File: src/rtl/mult_div_unit.sv
// mult_div_unit: iterative multiply/divide unit with architectural HI/LO registers.
// One bit per cycle: shift-add multiply, restoring divide; done pulses WIDTH+1
// cycles after start. Divide by zero completes in one cycle with div_zero set.
// Optional macro MULT_DIV_SIGNED_EN enables signed MULT/DIV; without it op[0]
// is ignored and every operation runs unsigned.
`timescale 1ns/1ps
module mult_div_unit #(
  parameter int WIDTH = 32
) (
  input  logic             clk_i,
  input  logic             rst_ni,
  input  logic             start_i,
  input  logic [1:0]       op_i,
  input  logic [WIDTH-1:0] a_i,
  input  logic [WIDTH-1:0] b_i,
  input  logic             hi_we_i,
  input  logic             lo_we_i,
  input  logic [WIDTH-1:0] wdata_i,
  output logic [WIDTH-1:0] hi_o,
  output logic [WIDTH-1:0] lo_o,
  output logic             busy_o,
  output logic             done_o,
  output logic             div_zero_o
);

  localparam int CW = $clog2(WIDTH + 1);

  typedef enum logic [1:0] {IDLE, CALC, FIX} state_e;

  state_e             state_q;
  logic [CW-1:0]      cnt_q;
  logic               is_div_q;
  // Multiplicand for multiply, divisor for divide.
  logic [WIDTH-1:0]   opnd_q;
  // Multiply: {partial product, remaining multiplier bits}.
  // Divide:   {partial remainder, dividend bits shifting into quotient}.
  logic [2*WIDTH-1:0] acc_q;
  logic [WIDTH-1:0]   hi_q;
  logic [WIDTH-1:0]   lo_q;
  logic               busy_q;
  logic               done_q;
  logic               div_zero_q;

  logic               div_by_zero;
  logic [WIDTH-1:0]   a_mag;
  logic [WIDTH-1:0]   b_mag;

  assign div_by_zero = op_i[1] & (b_i == '0);

`ifdef MULT_DIV_SIGNED_EN
  logic neg_res_q;
  logic neg_rem_q;
  logic signed_op;
  logic a_neg;
  logic b_neg;

  // Signed ops iterate on magnitudes; the signs are re-applied in FIX.
  assign signed_op = ~op_i[0];
  assign a_neg     = signed_op & a_i[WIDTH-1];
  assign b_neg     = signed_op & b_i[WIDTH-1];
  assign a_mag     = a_neg ? -a_i : a_i;
  assign b_mag     = b_neg ? -b_i : b_i;
`else
  logic op0_unused;

  // op[0] is deliberately dropped: every operation runs unsigned.
  assign op0_unused = op_i[0];
  assign a_mag      = a_i;
  assign b_mag      = b_i;
`endif

  logic [WIDTH:0]     mul_sum;
  logic [WIDTH:0]     div_shift;
  logic [WIDTH:0]     div_trial;
  logic [2*WIDTH-1:0] acc_step;

  // One iteration of shift-add multiply or restoring divide.
  always_comb begin
    mul_sum   = {1'b0, acc_q[2*WIDTH-1:WIDTH]} + (acc_q[0] ? {1'b0, opnd_q} : '0);
    div_shift = {acc_q[2*WIDTH-1:WIDTH], acc_q[WIDTH-1]};
    div_trial = div_shift - {1'b0, opnd_q};
    if (is_div_q) begin
      if (!div_trial[WIDTH]) begin
        acc_step = {div_trial[WIDTH-1:0], acc_q[WIDTH-2:0], 1'b1};
      end else begin
        acc_step = {div_shift[WIDTH-1:0], acc_q[WIDTH-2:0], 1'b0};
      end
    end else begin
      acc_step = {mul_sum, acc_q[WIDTH-1:1]};
    end
  end

  logic [WIDTH-1:0] fix_hi;
  logic [WIDTH-1:0] fix_lo;

  // Final HI/LO values, with sign correction when signed ops are built in.
  always_comb begin
    fix_hi = acc_q[2*WIDTH-1:WIDTH];
    fix_lo = acc_q[WIDTH-1:0];
`ifdef MULT_DIV_SIGNED_EN
    if (!is_div_q) begin
      if (neg_res_q) begin
        {fix_hi, fix_lo} = -acc_q;
      end
    end else begin
      if (neg_res_q) begin
        fix_lo = -acc_q[WIDTH-1:0];
      end
      if (neg_rem_q) begin
        fix_hi = -acc_q[2*WIDTH-1:WIDTH];
      end
    end
`endif
  end

  // Control FSM plus datapath and HI/LO registers, all outputs registered.
  always_ff @(posedge clk_i or negedge rst_ni) begin
    if (!rst_ni) begin
      state_q    <= IDLE;
      cnt_q      <= '0;
      is_div_q   <= 1'b0;
      opnd_q     <= '0;
      acc_q      <= '0;
      hi_q       <= '0;
      lo_q       <= '0;
      busy_q     <= 1'b0;
      done_q     <= 1'b0;
      div_zero_q <= 1'b0;
`ifdef MULT_DIV_SIGNED_EN
      neg_res_q  <= 1'b0;
      neg_rem_q  <= 1'b0;
`endif
    end else begin
      done_q     <= 1'b0;
      div_zero_q <= 1'b0;
      case (state_q)
        IDLE: begin
          if (hi_we_i) hi_q <= wdata_i;
          if (lo_we_i) lo_q <= wdata_i;
          if (start_i) begin
            if (div_by_zero) begin
              // Completes immediately; HI/LO keep their value.
              done_q     <= 1'b1;
              div_zero_q <= 1'b1;
            end else begin
              is_div_q <= op_i[1];
              cnt_q    <= CW'(WIDTH);
              busy_q   <= 1'b1;
              state_q  <= CALC;
              if (op_i[1]) begin
                opnd_q <= b_mag;
                acc_q  <= {{WIDTH{1'b0}}, a_mag};
              end else begin
                opnd_q <= a_mag;
                acc_q  <= {{WIDTH{1'b0}}, b_mag};
              end
`ifdef MULT_DIV_SIGNED_EN
              neg_res_q <= a_neg ^ b_neg;
              neg_rem_q <= a_neg;
`endif
            end
          end
        end
        CALC: begin
          acc_q <= acc_step;
          cnt_q <= cnt_q - CW'(1);
          if (cnt_q == CW'(1)) state_q <= FIX;
        end
        FIX: begin
          hi_q    <= fix_hi;
          lo_q    <= fix_lo;
          done_q  <= 1'b1;
          busy_q  <= 1'b0;
          state_q <= IDLE;
        end
        default: begin
          busy_q  <= 1'b0;
          state_q <= IDLE;
        end
      endcase
    end
  end

  assign hi_o       = hi_q;
  assign lo_o       = lo_q;
  assign busy_o     = busy_q;
  assign done_o     = done_q;
  assign div_zero_o = div_zero_q;

endmodule
File: config.mk
export PLATFORM = sky130hd
export DESIGN_NAME = mult_div_unit
export DESIGN_NICKNAME = d
export VERILOG_FILES = /design/src/rtl/mult_div_unit.sv
export SDC_FILE = /design/constraint.sdc
export NUM_CORES = 1
export LEC_CHECK = 0
export ABC_AREA = 1
export CAP_MARGIN = 5
export CELL_PAD_IN_SITES_DETAIL_PLACEMENT = 0
export CELL_PAD_IN_SITES_GLOBAL_PLACEMENT = 1
export CORE_MARGIN = 5
export CORE_UTILIZATION = 44
export DETAILED_ROUTE_END_ITERATION = 16
export GPL_TIMING_DRIVEN = 0
export MAX_ROUTING_LAYER = met4
export PLACE_DENSITY_LB_ADDON = 0.1
export SETUP_SLACK_MARGIN = 0.1
export SLEW_MARGIN = 40
export SYNTH_ARGS = -nofsm -noshare
export SYNTH_HDL_FRONTEND = slang
export SYNTH_SLANG_ARGS = --single-unit
File: constraint.sdc
create_clock -name clk_i -period 4.65 [get_ports clk_i]
set_input_delay 0.465 -clock clk_i [delete_from_list [all_inputs] [get_ports clk_i]]
set_output_delay 0.465 -clock clk_i [all_outputs]
set_load 0.05 [all_outputs]
; ---- Yosys cells after proc, flatten, opt, wreduce, memory -nomap -nowiden
; Index checks and enable logic that the tools add are counted.
[word_totals]
regBits = 172
output_inout_bits = 67
[classes]
n_addsub = 3
n_eq_ne = 8
mux = 26
bitwise = 3
reduce_logical = 10
[ops]
columns = op, n
row1 = 64-bit two-way mux, 4
row2 = 32-bit two-way mux, 5
row3 = 32-bit case mux with 2 select lines, 2
row4 = 64-bit case mux with 2 select lines, 1
row5 = 32-bit by 32-bit adder with 33-bit output, 1
row6 = 33-bit by 32-bit subtractor with 33-bit output, 1
row7 = 32-bit zero test, 1
row8 = 6-bit two-way mux, 2
row9 = 6-bit case mux with 2 select lines, 1
row10 = 3-bit AND reduction, 4
row11 = "2-bit inequality test, second input constant", 5
row12 = "6-bit by 1-bit equality test with 1-bit output, second input constant", 1
row13 = 2-bit two-way mux, 3
row14 = "6-bit by 1-bit subtractor with 6-bit output, second input constant", 1
row15 = 1-bit two-way mux, 5
row16 = 1-bit case mux with 2 select lines, 2
row17 = 2-bit case mux with 2 select lines, 1
row18 = 2-bit AND reduction, 2
row19 = 2-bit nonzero test, 2
row20 = "2-bit by 1-bit equality test with 1-bit output, second input constant", 1
row21 = "2-bit equality test, second input constant", 1
row22 = 2-bit zero test, 1
row23 = 1-bit NOT, 2
row24 = 1-bit bitwise AND, 1

; ---- Logic depth before layout (Yosys ltp)
[logic_depth]
word_depth = 5
depth_mapped = 19
depth_no_buf = 18

; ---- Worst setup path after synthesis
; Ideal clock, no wire load.
[synth_path]
path_type = reg2reg
startpoint = register acc_q[0]
endpoint = register acc_q[63]
setup_ps = 66
arrival_ps = 2264
required_ps = 4584
slack_ps = 2320
stages_incl_launch_ff = 18
path_cell_list = dfrtp_1 -> clkbuf_1 -> nand2_1 -> inv_1 -> ha_1 -> inv_1 -> fa_1 -> o21ai_1 -> inv_1 -> o21ai_1 -> nand3_1 -> nand3_1 -> nand2_1 -> nand2_1 -> nand2_1 -> inv_1 -> nand2_1 -> nand2_1
[synth_between]
elab_chain_cells = 4
[synth_lines]
columns = item, line
row1 = start: declaration, 37  ; logic [2*WIDTH-1:0] acc_q;
row2 = start signal: assignment, 152  ; acc_q <= {{WIDTH{1'b0}}, a_mag};
row3 = start signal: assignment, 155  ; acc_q <= {{WIDTH{1'b0}}, b_mag};
row4 = start signal: assignment, 165  ; acc_q <= acc_step;
row5 = 32-bit two-way mux, 79  ; mul_sum = {1'b0, acc_q[2*WIDTH-1:WIDTH]} + (acc_q[0] ? {1'b0, opnd_q} : '0);
row6 = 32-bit by 32-bit adder with 33-bit output, 79
row7 = 64-bit two-way mux, 82  ; if (is_div_q) begin
row8 = 64-bit case mux with 2 select lines, 136  ; case (state_q)
; Every way passes these cells.
; A chain may end at the register's enable or synchronous reset.

; ---- Worst setup path after layout
; Ends and elaborated chain as after synthesis.

==> flow_metrics.env <==
export IMPL_coreArea_um2=31500
export IMPL_wl_per_cell_um=20.2
export IMPL_htreeDepth=4
export IMPL_vias=14800
export IMPL_fin_nets=2483
export IMPL_cts_path_max_buffers=2
export IMPL_synth_seq_area_share_pct=30.8
export IMPL_initial_core_util_pct=44.3
export IMPL_hold_viol=0
export IMPL_multiInputGateArea_um2=8230
export IMPL_setup_worst_path_end_class="flop"
export IMPL_post_cts_buffers=0
export IMPL_synth_cells=2122
export IMPL_setup_viol=0
export IMPL_skew_ns=0.00858
export IMPL_timing_critical_path_arrival_ns=3.81
export IMPL_gp_congestion=0.962
export IMPL_post_dp_hpwl_um=45700
export IMPL_port_buffers=168
export IMPL_syn_nets=2293
export IMPL_async_flop_share_pct=100
export IMPL_ys_ff_latch=172
export IMPL_overflow=0
export IMPL_period_share_pct=73.6
export IMPL_ir_worst_vdd_v=0.000300
export IMPL_die_w_um=188
export IMPL_clkTransAtPathRegs_ns=0.07
export IMPL_wirelength_um=55200
export IMPL_slew_viol_final=0
export IMPL_first_iter_violations=1162
export IMPL_crit_required_ns=5.04
export IMPL_synth_top_family_by_area="simple AND/OR/NAND/NOR gates"
export IMPL_dpl_cell_area_um2=16200
export IMPL_holdBufCountCts=1
export IMPL_outcome="completed"
export IMPL_dieArea_um2=35400
export IMPL_area_growth_pct=20.5
export IMPL_cts_resized=0
export IMPL_hp_class="flop to flop"
export IMPL_worst_pin_slew_ns=0.868
export IMPL_first_pass_iters=7
export IMPL_cts_tree="built"
export IMPL_synth_area_um2=14000
export IMPL_io_pins=170
export IMPL_power_density_nw_per_um2=521
export IMPL_crit_fanout=8
export IMPL_path_class="flop to flop"
export IMPL_yosys_area_share_simple_pct=31.1
export IMPL_cap_violations=0
export IMPL_start_kind="flop"
export IMPL_ys_warn_count=0
export IMPL_grt_pass1_vias=15000
export IMPL_fmaxAchievable_mhz=292
export IMPL_finalCriticalPeriod_ns=3.42
export IMPL_nFillCells=3234
export IMPL_cts_root_buffer="clkbuf_16"
export IMPL_core_rowCount=65
export IMPL_seq_area_um2=4300
export IMPL_synth_xor_area_share_pct=1.38
export IMPL_via_per_inst=5.44
export IMPL_final_util_pct=53.4
export IMPL_syn_mean_instance_area_um2=6.58
export IMPL_grt_pass1_wl_um=85100
export IMPL_clock_sinks=172
export IMPL_synthFlopType="dfrtp_1"
export IMPL_drc_errors=0
export IMPL_dieHeight_um=188
export IMPL_drive_gt1_share_pct=5.76
export IMPL_grt_usage_pct=31.9
export IMPL_synth_edf_count=0
export IMPL_cts_buffers=17
export IMPL_hold_slack_ns=0.484
export IMPL_synth_distinct_cells=39
export IMPL_grt_max_degree=75
export IMPL_rsz0062_at_grt="false"
export IMPL_antenna_found_initial=1
export IMPL_synth_adder_area_share_pct=6.20
export IMPL_synth_compound_area_share_pct=12.9
export IMPL_final_area_um2=16800
export IMPL_antenna_left=0
export IMPL_p_leak_nw=8.89
export IMPL_synth_mux_area_share_pct=7.39
export IMPL_max_slew_margin_pct=42.1
export IMPL_clk_latency_ns=0.44
export IMPL_regToRegSetupSlack_ns=1.23
==> cells in the mapped netlist, types with 10 or more instances <==
cell type	n	share of area (%)
mux2_2	64	5.2
nand2_1	654	18
nand4_1	17	0.76
ha_1	66	5.9
nand3_1	159	5.7
nor3_1	16	0.57
nor2_1	184	4.9
o22ai_1	32	1.4
buf_2	14	0.50
dfrtp_1	172	31
o21ai_0	165	5.9
o21bai_1	11	0.59
buf_1	10	0.27
o21ai_1	46	1.6
xnor2_1	15	0.94
a21oi_1	73	2.6
clkbuf_1	51	1.4
mux2i_1	31	2.2
inv_1	281	7.6
==> placed cells by master (no fill, tap or decap), types with 3 or more instances in the layout <==
cell             synthesis  layout
inv_2                    3       3
clkinv_4                 0       3
buf_6                    4       4
o21a_1                   3       3
clkbuf_8                 0       5
nand3_1                159     159
nand2_1                654     654
buf_2                   14      14
and2_1                   4       4
nor2_1                 184     184
buf_1                   10      10
o21ai_0                165     165
dfrtp_1                172     172
nand3b_1                 8       8
a21oi_1                 73      73
inv_6                    0       4
clkbuf_1                51      50
o22ai_1                 32      32
mux2_2                  64      64
nand2_2                  4       4
a21o_1                   5       5
inv_1                  281     281
nor3_1                  16      16
mux2i_1                 31      31
xor2_1                   7       7
ha_1                    66      66
clkdlybuf4s50_1          0     167
o21ai_1                 46      46
nor4_1                   8       8
nand4_1                 17      17
clkbuf_16                0      17
o21bai_1                11      11
xnor2_1                 15      15
==> where the power goes <==
group          leakage, nW  total [mW]  internal (mW)  switching [mW]
clock network        0.298        1.47          0.818           0.654
logic                 6.46        5.13           1.75            3.38
registers             2.13        2.16           1.74           0.417
==> path summary, 6_finish.rpt <==
path                          start   endpoint  cells past startpoint
min reg2reg                  busy_o     busy_o                      2
min in group asynchronous    rst_ni    lo_o[7]                      2
max                        acc_q[0]  acc_q[63]                     17
min                          busy_o     busy_o                      2
max in group asynchronous    rst_ni   hi_o[26]                      3
max reg2reg                acc_q[0]  acc_q[63]                     17
==> cell families (layout without fill, tap and decap cells) <==
logic type      count (synthesis)  after routing
flops                         172            172
simple gates                 1060           1060
other cells                     0              2
fa+ha+maj                      68             68
buf+inv                       365            568
mux                            95             95
xor+xnor                       22             22
compound gates                340            340
==> layer usage <==
layer | routed length (um) | vias up | global-route usage (%)
met5 | 0 | - | -
met1 | 23500 | 6942 | 40.3
met3 | 3540 | 112 | 4.80
met2 | 26200 | 531 | 52.4
met4 | 2030 | 0 | 11.1
li1 | - | 7250 | -
==> area by class of cell <==
type	count	area share, %
inverter	284	6.34
clock inverter	10	0.603
multi-input combinational	1585	48.9
antenna	2	0.0298
buffer	81	2.14
tap	402	2.99
clock buffer	22	2.94
sequential	172	25.6
timing repair buffer	171	10.4
==> sequential cells by signal, summed over array words and instances, names as in the netlist <==
name        flops
state_q         2
acc_q          64
opnd_q         32
done_o          1
hi_o           32
div_zero_o      1
cnt_q           6
busy_o          1
lo_o           32
is_div_q        1
==> metrics by stage <==
stage | total power, mW | setup TNS, ns | std cells | worst slack (ns)
after detailed placement | 7.24 | 0 | 2694 | 1.33
after CTS | 8.73 | 0 | 2727 | 1.33
after global placement | 7.22 | -708.92 | 2692 | -4.14
after global routing | 9.53 | 0 | 2728 | 0.938
after floorplan | 5.61 | 0 | 2122 | 2.32
final | 8.76 | 0 | 2729 | 1.23
==> critical path, stage by stage (launching register included) <==
cell and delay, ns:
dfrtp_1 0.32, clkbuf_1 0.41, nand2_1 0.10, inv_1 0.08, ha_1 0.20, inv_1 0.07, fa_1 0.49, o21ai_1 0.44
inv_1 0.15, o21ai_1 0.40, nand3_1 0.21, nand3_1 0.16, nand2_1 0.06, nand2_1 0.06, nand2_1 0.05, inv_1 0.08
nand2_1 0.05, nand2_1 0.05
(Power assumes the default switching activity.)
==> variant 1 (same flow settings) <==
Change the parameter `WIDTH` from 32 to 16.
--- a/src/rtl/mult_div_unit.sv
+++ b/src/rtl/mult_div_unit.sv
@@ -5,7 +5,7 @@
 // is ignored and every operation runs unsigned.
 `timescale 1ns/1ps
 module mult_div_unit #(
-  parameter int WIDTH = 32
+  parameter int WIDTH = 16
 ) (
   input  logic             clk_i,
   input  logic             rst_ni,
Ports: changed (5 resized); port bits go from 170 to 90. No check against the original RTL was run, so the function may have changed too.
==> variant 1 against the unedited design <==
The flow now finishes with violations (hold timing); synthesized area fell by 51%; setup slack better by 0.65 ns; power fell by 19%; via count shrank 56%; routed wire length decreased by 61%; final area down 51%; sequential cell count fell by 81; first-iteration DRC count is 67% lower.
==> variant 1: results (changes against the unedited design) <==
run status finished with violations (was finished, final reports clean); violated checks hold timing; met1 Use GR 36.9% (was 40.3%); f_max 361 MHz (was 292 MHz); fin area 8230 um^2 (was 16,800 um^2); r2r worst-path depth 15 (was 17); WP data arrival 3.00 ns (was 3.81 ns); drt wl/cell 17.3 um (was 20.2 um); gr usage total 24.9% (was 31.9%); reg2reg end acc_q[26] (was acc_q[63]); synthesized area 6790 um^2 (was 14,000 um^2); crit-path max FO 10 (was 8); layout cells sized above 1 9.23% (was 5.76%); clk_lat worst skew 0.35 ns (was 0.44 ns); Via density 5.23 (was 5.44); Fin. Hold Viols 2 (was 0); peak supply drop 0.302 mV (was 0.300 mV); TritonRoute pass-1 iters 4 (was 7); post-synthesis net count 1,049 (was 2,293); PortBufs 87 (was 168); max reg flops 32 (was 64); Hold WS -0.00574 ns (was 0.484 ns); fillers 1,567 (was 3,234); Rel. slew slack 59.7% (was 42.1%); H-tree level count 3 (was 4); Layout Nets 1,148 (was 2,483); CTS Buf Count 9 (was 17); Cell Count, Final, Fillers Out 1,250 (was 2,729); Fin Clk Skew 0.0118 ns (was 0.00858 ns); met2 WL post-DR 8990 um (was 26,200 um); worst hold path class in2async (was reg2reg); first-pass GRT wire length 34,100 um (was 85,100 um); vias in the first global route 6,133 (was 15,000)
## variant 1: cell types whose count changed in the layout (fill, tap and decap cells not counted), sizes merged, moves of 85 or more
cell   delta
nor2    -128
o21ai   -121
nand2   -396
nand3    -85
inv     -146
## variant 1: worst min-delay path by stage
stage / from / end / depth (start not counted) / slack (ns)
finish: rst_ni / opnd_q[13] / 1 / -0.006
global route: rst_ni / opnd_q[14] / 1 / 0.02
CTS: rst_ni / opnd_q[13] / 1 / 0.005
detailed placement: rst_ni / opnd_q[13] / 1 / 0.38
global placement: cnt_q[4] / cnt_q[4] / 2 / 0.47
floorplan: rst_ni / acc_q[0] / 0 / 0.17
## variant 1: critical path: stages (launching register included)
cell      delay, ns
dfrtp_1        0.32
clkbuf_1       0.41
buf_1          0.37
nand2_1        0.10
inv_1          0.10
ha_1           0.28
a21oi_1        0.26
inv_1          0.06
nor2_1         0.15
nand2_1        0.12
nand3_1        0.11
nand2_1        0.06
nand2_1        0.06
nand3_1        0.06
nand3_1        0.12
nand2_1        0.05
## variant 1: final cells by class
cell class | instances | share of cell area [%]
plain buffers | 39 | 2.69
clock buffers | 9 | 2.74
clock inverters | 7 | 0.913
inverters | 140 | 6.42
multi-input cells | 688 | 45.7
flip-flops and latches | 91 | 27.7
well taps | 188 | 2.86
repair buffers | 88 | 11.0
## variant 1: logic make-up (layout without fill, tap and decap cells)
logic type	Yosys count	after routing	synth area share (%)
AND/OR/NAND/NOR	425	425	27.1
AO/OA/AOI/OAI	187	187	15.1
buffers and inverters	179	283	11.0
flip-flops	91	91	33.5
adder cells (fa/ha/maj)	36	36	6.86
multiplexers	32	32	5.31
XOR/XNOR	8	8	1.03
## variant 1: power breakdown
part           switching [mW]  internal, mW
clock                   0.334         0.421
combinational            3.12          1.72
sequential              0.343          1.20
==> variant 2 (config.mk and constraints unchanged) <==
Without the edit above. Register the output `lo_o` once more, without a reset; this adds one clock of latency there. The other outputs are not delayed to match.
--- a/src/rtl/mult_div_unit.sv
+++ b/src/rtl/mult_div_unit.sv
@@ -182,7 +182,9 @@
   end
 
   assign hi_o       = hi_q;
-  assign lo_o       = lo_q;
+  always_ff @(posedge clk_i) begin
+    lo_o <= lo_q;
+  end
   assign busy_o     = busy_q;
   assign done_o     = done_q;
   assign div_zero_o = div_zero_q;
Function: changed (Yosys sat finds a counterexample within 4 cycles, from zero or initial values and one cycle with rst_ni low).
==> variant 2 against the unedited design <==
Synthesized area is 5.0% higher; first-iteration DRC count is 7.5% lower; setup slack worse by 0.047 ns; final area is 5.1% higher; sequential share of layout area is 2.4 points higher; sequential cell count is 32 higher; routed wire length is 1.0% higher; synthesized cell count is 3.2% higher; clock skew is 0.0069 ns higher; die area is 4.7% higher; critical path type unchanged; critical endpoint is now acc_q[59].
Power is not compared: it rests on default switching activity, and its combinational part moved more than twofold at a synthesized area within 25%.
==> variant 2: results (changes against the unedited design) <==
gr usage total 30.5% (was 31.9%); Fin Clk Skew 0.0154 ns (was 0.00858 ns); WHS Path Cells 3 (was 2); CTS Buf Count 22 (was 17); vias in the first global route 14,900 (was 15,000); max reg flops 64 (unchanged); compound-gate portion of the synthesized area 13.7% (was 12.9%); initial DRC count 1,075 (was 1,162); DP Area 16,900 um^2 (was 16,200 um^2); WP data arrival 3.86 ns (was 3.81 ns); Synth Area in Adders 5.91% (was 6.20%); Via density 5.27 (was 5.44); initial antenna violation count 1 (unchanged); mux cell area share after synthesis 4.92% (was 7.39%); clk slew on worst S/H paths 0.07 ns (about the same); Hold WS 0.336 ns (was 0.484 ns); first-pass GRT wire length 84,100 um (was 85,100 um); Layout Nets 2,555 (was 2,483); Root Driver clkbuf_16 (unchanged); fillers 3,367 (was 3,234); Flop pwr share 21.9%; Post-Place Setup Slack 1.23 ns (was 1.33 ns); HPWL after detailed placement 46,400 um (was 45,700 um); met1 Use GR 40.3% (about the same); Synth Area in XOR/XNOR 1.43% (was 1.38%); syn avg cell area 6.69 um^2 (was 6.58 um^2); met3 usage 2.77% (was 4.80%); Biggest register acc_q (unchanged); post-CTS setup repair buffer count 0 (unchanged); drt wl/cell 19.6 um (was 20.2 um); Top delay family on crit path simple AND/OR/NAND/NOR gates (was compound AO/OA/AOI/OAI gates); Min-Delay Endpoint is_div_q (was busy_o); Rel. slew slack 40.0% (was 42.1%); PortBufs 167 (was 168); largest net degree at the start of global routing 73 (was 75); Max Root-Sink Buffers 3 (was 2); placed insts 2,801 (was 2,694); part of the Yosys area used for sequential elements 33.8% (was 30.8%); combinational cell power 10.4 mW; CP max stage delay 0.46 ns (was 0.49 ns); r2r worst-path depth 18 (was 17); Max Cap Violations 0 (unchanged); hold wc startpoint op_i[1] (was busy_o); met2 usage 50.1% (was 52.4%); largest cells by area after synthesis dfrtp_1 29%, nand2_1 17%, inv_1 8.0%, o21ai_0 5.8%, ha_1 5.6% (was dfrtp_1 31%, nand2_1 18%, inv_1 7.6%, ha_1 5.9%, o21ai_0 5.9%); Slowest cell on crit path clkbuf_1 (was fa_1); worst hold path class in2reg (was reg2reg); post-synthesis net count 2,361 (was 2,293); fraction of registers with async set or reset after synthesis 84.3% (was 100%); GP Congestion 0.965 (was 0.962); Unique masters post-synth 44 (was 39); crit-path max FO 8 (unchanged); WL final 55,800 um (was 55,200 um); run status finished, final reports clean (unchanged); reg2reg end acc_q[59] (was acc_q[63]); Synth top cells by count 682 x nand2_1, 311 x inv_1, 172 x dfrtp_1 (was 654 x nand2_1, 281 x inv_1, 184 x nor2_1); H-tree level count 1 (was 4); clk_lat worst skew 0.51 ns (was 0.44 ns); TritonRoute pass-1 iters 5 (was 7); layout cells sized above 1 6.54% (was 5.76%)
-- variant 2: cell types whose count changed after synthesis, sizes merged, moves of 5 or more --
cell and change:
inv +35, mux2i -31, a21oi +25, dfxtp +32, clkbuf +5, nand3 -7
o22ai -30, nor2 -26, nand2 +33, o211ai +30
-- variant 2: area by class of cell --
| cell class | instances | share of cell area [%] |
|---|---|---|
| antenna | 2 | 0.0283 |
| buffer | 82 | 2.01 |
| clock buffer | 33 | 3.58 |
| clock inverter | 7 | 0.481 |
| inverter | 321 | 6.82 |
| multi-input combinational | 1583 | 46.1 |
| sequential | 204 | 28.0 |
| tap | 442 | 3.13 |
| timing repair buffer | 170 | 9.85 |
-- variant 2: worst max path at each step --
stage                        start   endpoint  slack, ns  depth (start not counted)
after global placement      rst_ni   lo_q[27]      -4.19                          1
after detailed placement  acc_q[0]  acc_q[59]       1.23                         18
after floorplan           acc_q[0]  acc_q[59]       2.28                         18
after global routing      acc_q[0]  acc_q[59]       0.90                         18
after CTS                 acc_q[0]  acc_q[59]       1.20                         18
final                     acc_q[0]  acc_q[59]       1.18                         18
-- variant 2: worst reg2reg max path, stage by stage, from the launching register on --
cell and delay, ns:
dfrtp_1 0.32, clkbuf_1 0.46, nand2_1 0.11, inv_1 0.09
ha_1 0.31, inv_1 0.10, fa_1 0.46, o21ai_1 0.33
nand2_1 0.09, nand2_1 0.18, nand2_1 0.07, nand2_1 0.16
nand3_1 0.14, nand3_1 0.10, nand2_1 0.05, nor2_1 0.15
nor2_1 0.09, nand2_1 0.10, nand2_1 0.05
-- variant 2: cells by family (layout without fill, tap and decap cells) --
logic type / count (synthesis) / count (layout)
AO/OA/AOI/OAI: 372 / 372
XOR/XNOR: 24 / 24
adder cells (fa/ha/maj): 68 / 68
buffers and inverters: 403 / 613
flip-flops: 204 / 204
multiplexers: 64 / 64
other: 0 / 2
AND/OR/NAND/NOR: 1055 / 1055
-- variant 2: metal layers --
| metal | vias to the layer above | routed length, um | share of wire, % |
|---|---|---|---|
| met5 | - | 0 | 0 |
| li1 | 7405 | - | - |
| met1 | 7021 | 24800 | 44 |
| met3 | 102 | 3490 | 6.2 |
| met4 | 0 | 1920 | 3.4 |
| met2 | 466 | 25700 | 46 |
-- variant 2: through the flow --
step / util [%] / total power [mW] / TNS, ns
2_1_floorplan: - / 10.4 / 0
3_3_place_gp: 51.6 / 13.6 / -717.15
3_5_place_dp: 51.8 / 13.7 / 0
4_1_cts: 54.0 / 15.5 / 0
5_1_grt: 54.0 / 16.9 / 0
6_report: 54.0 / 15.6 / 0
-- variant 2: repair_timing --
action	in CTS	in global routing
resized for setup	0	0
hold buffers	1	0
hold endpoints to repair	35	0
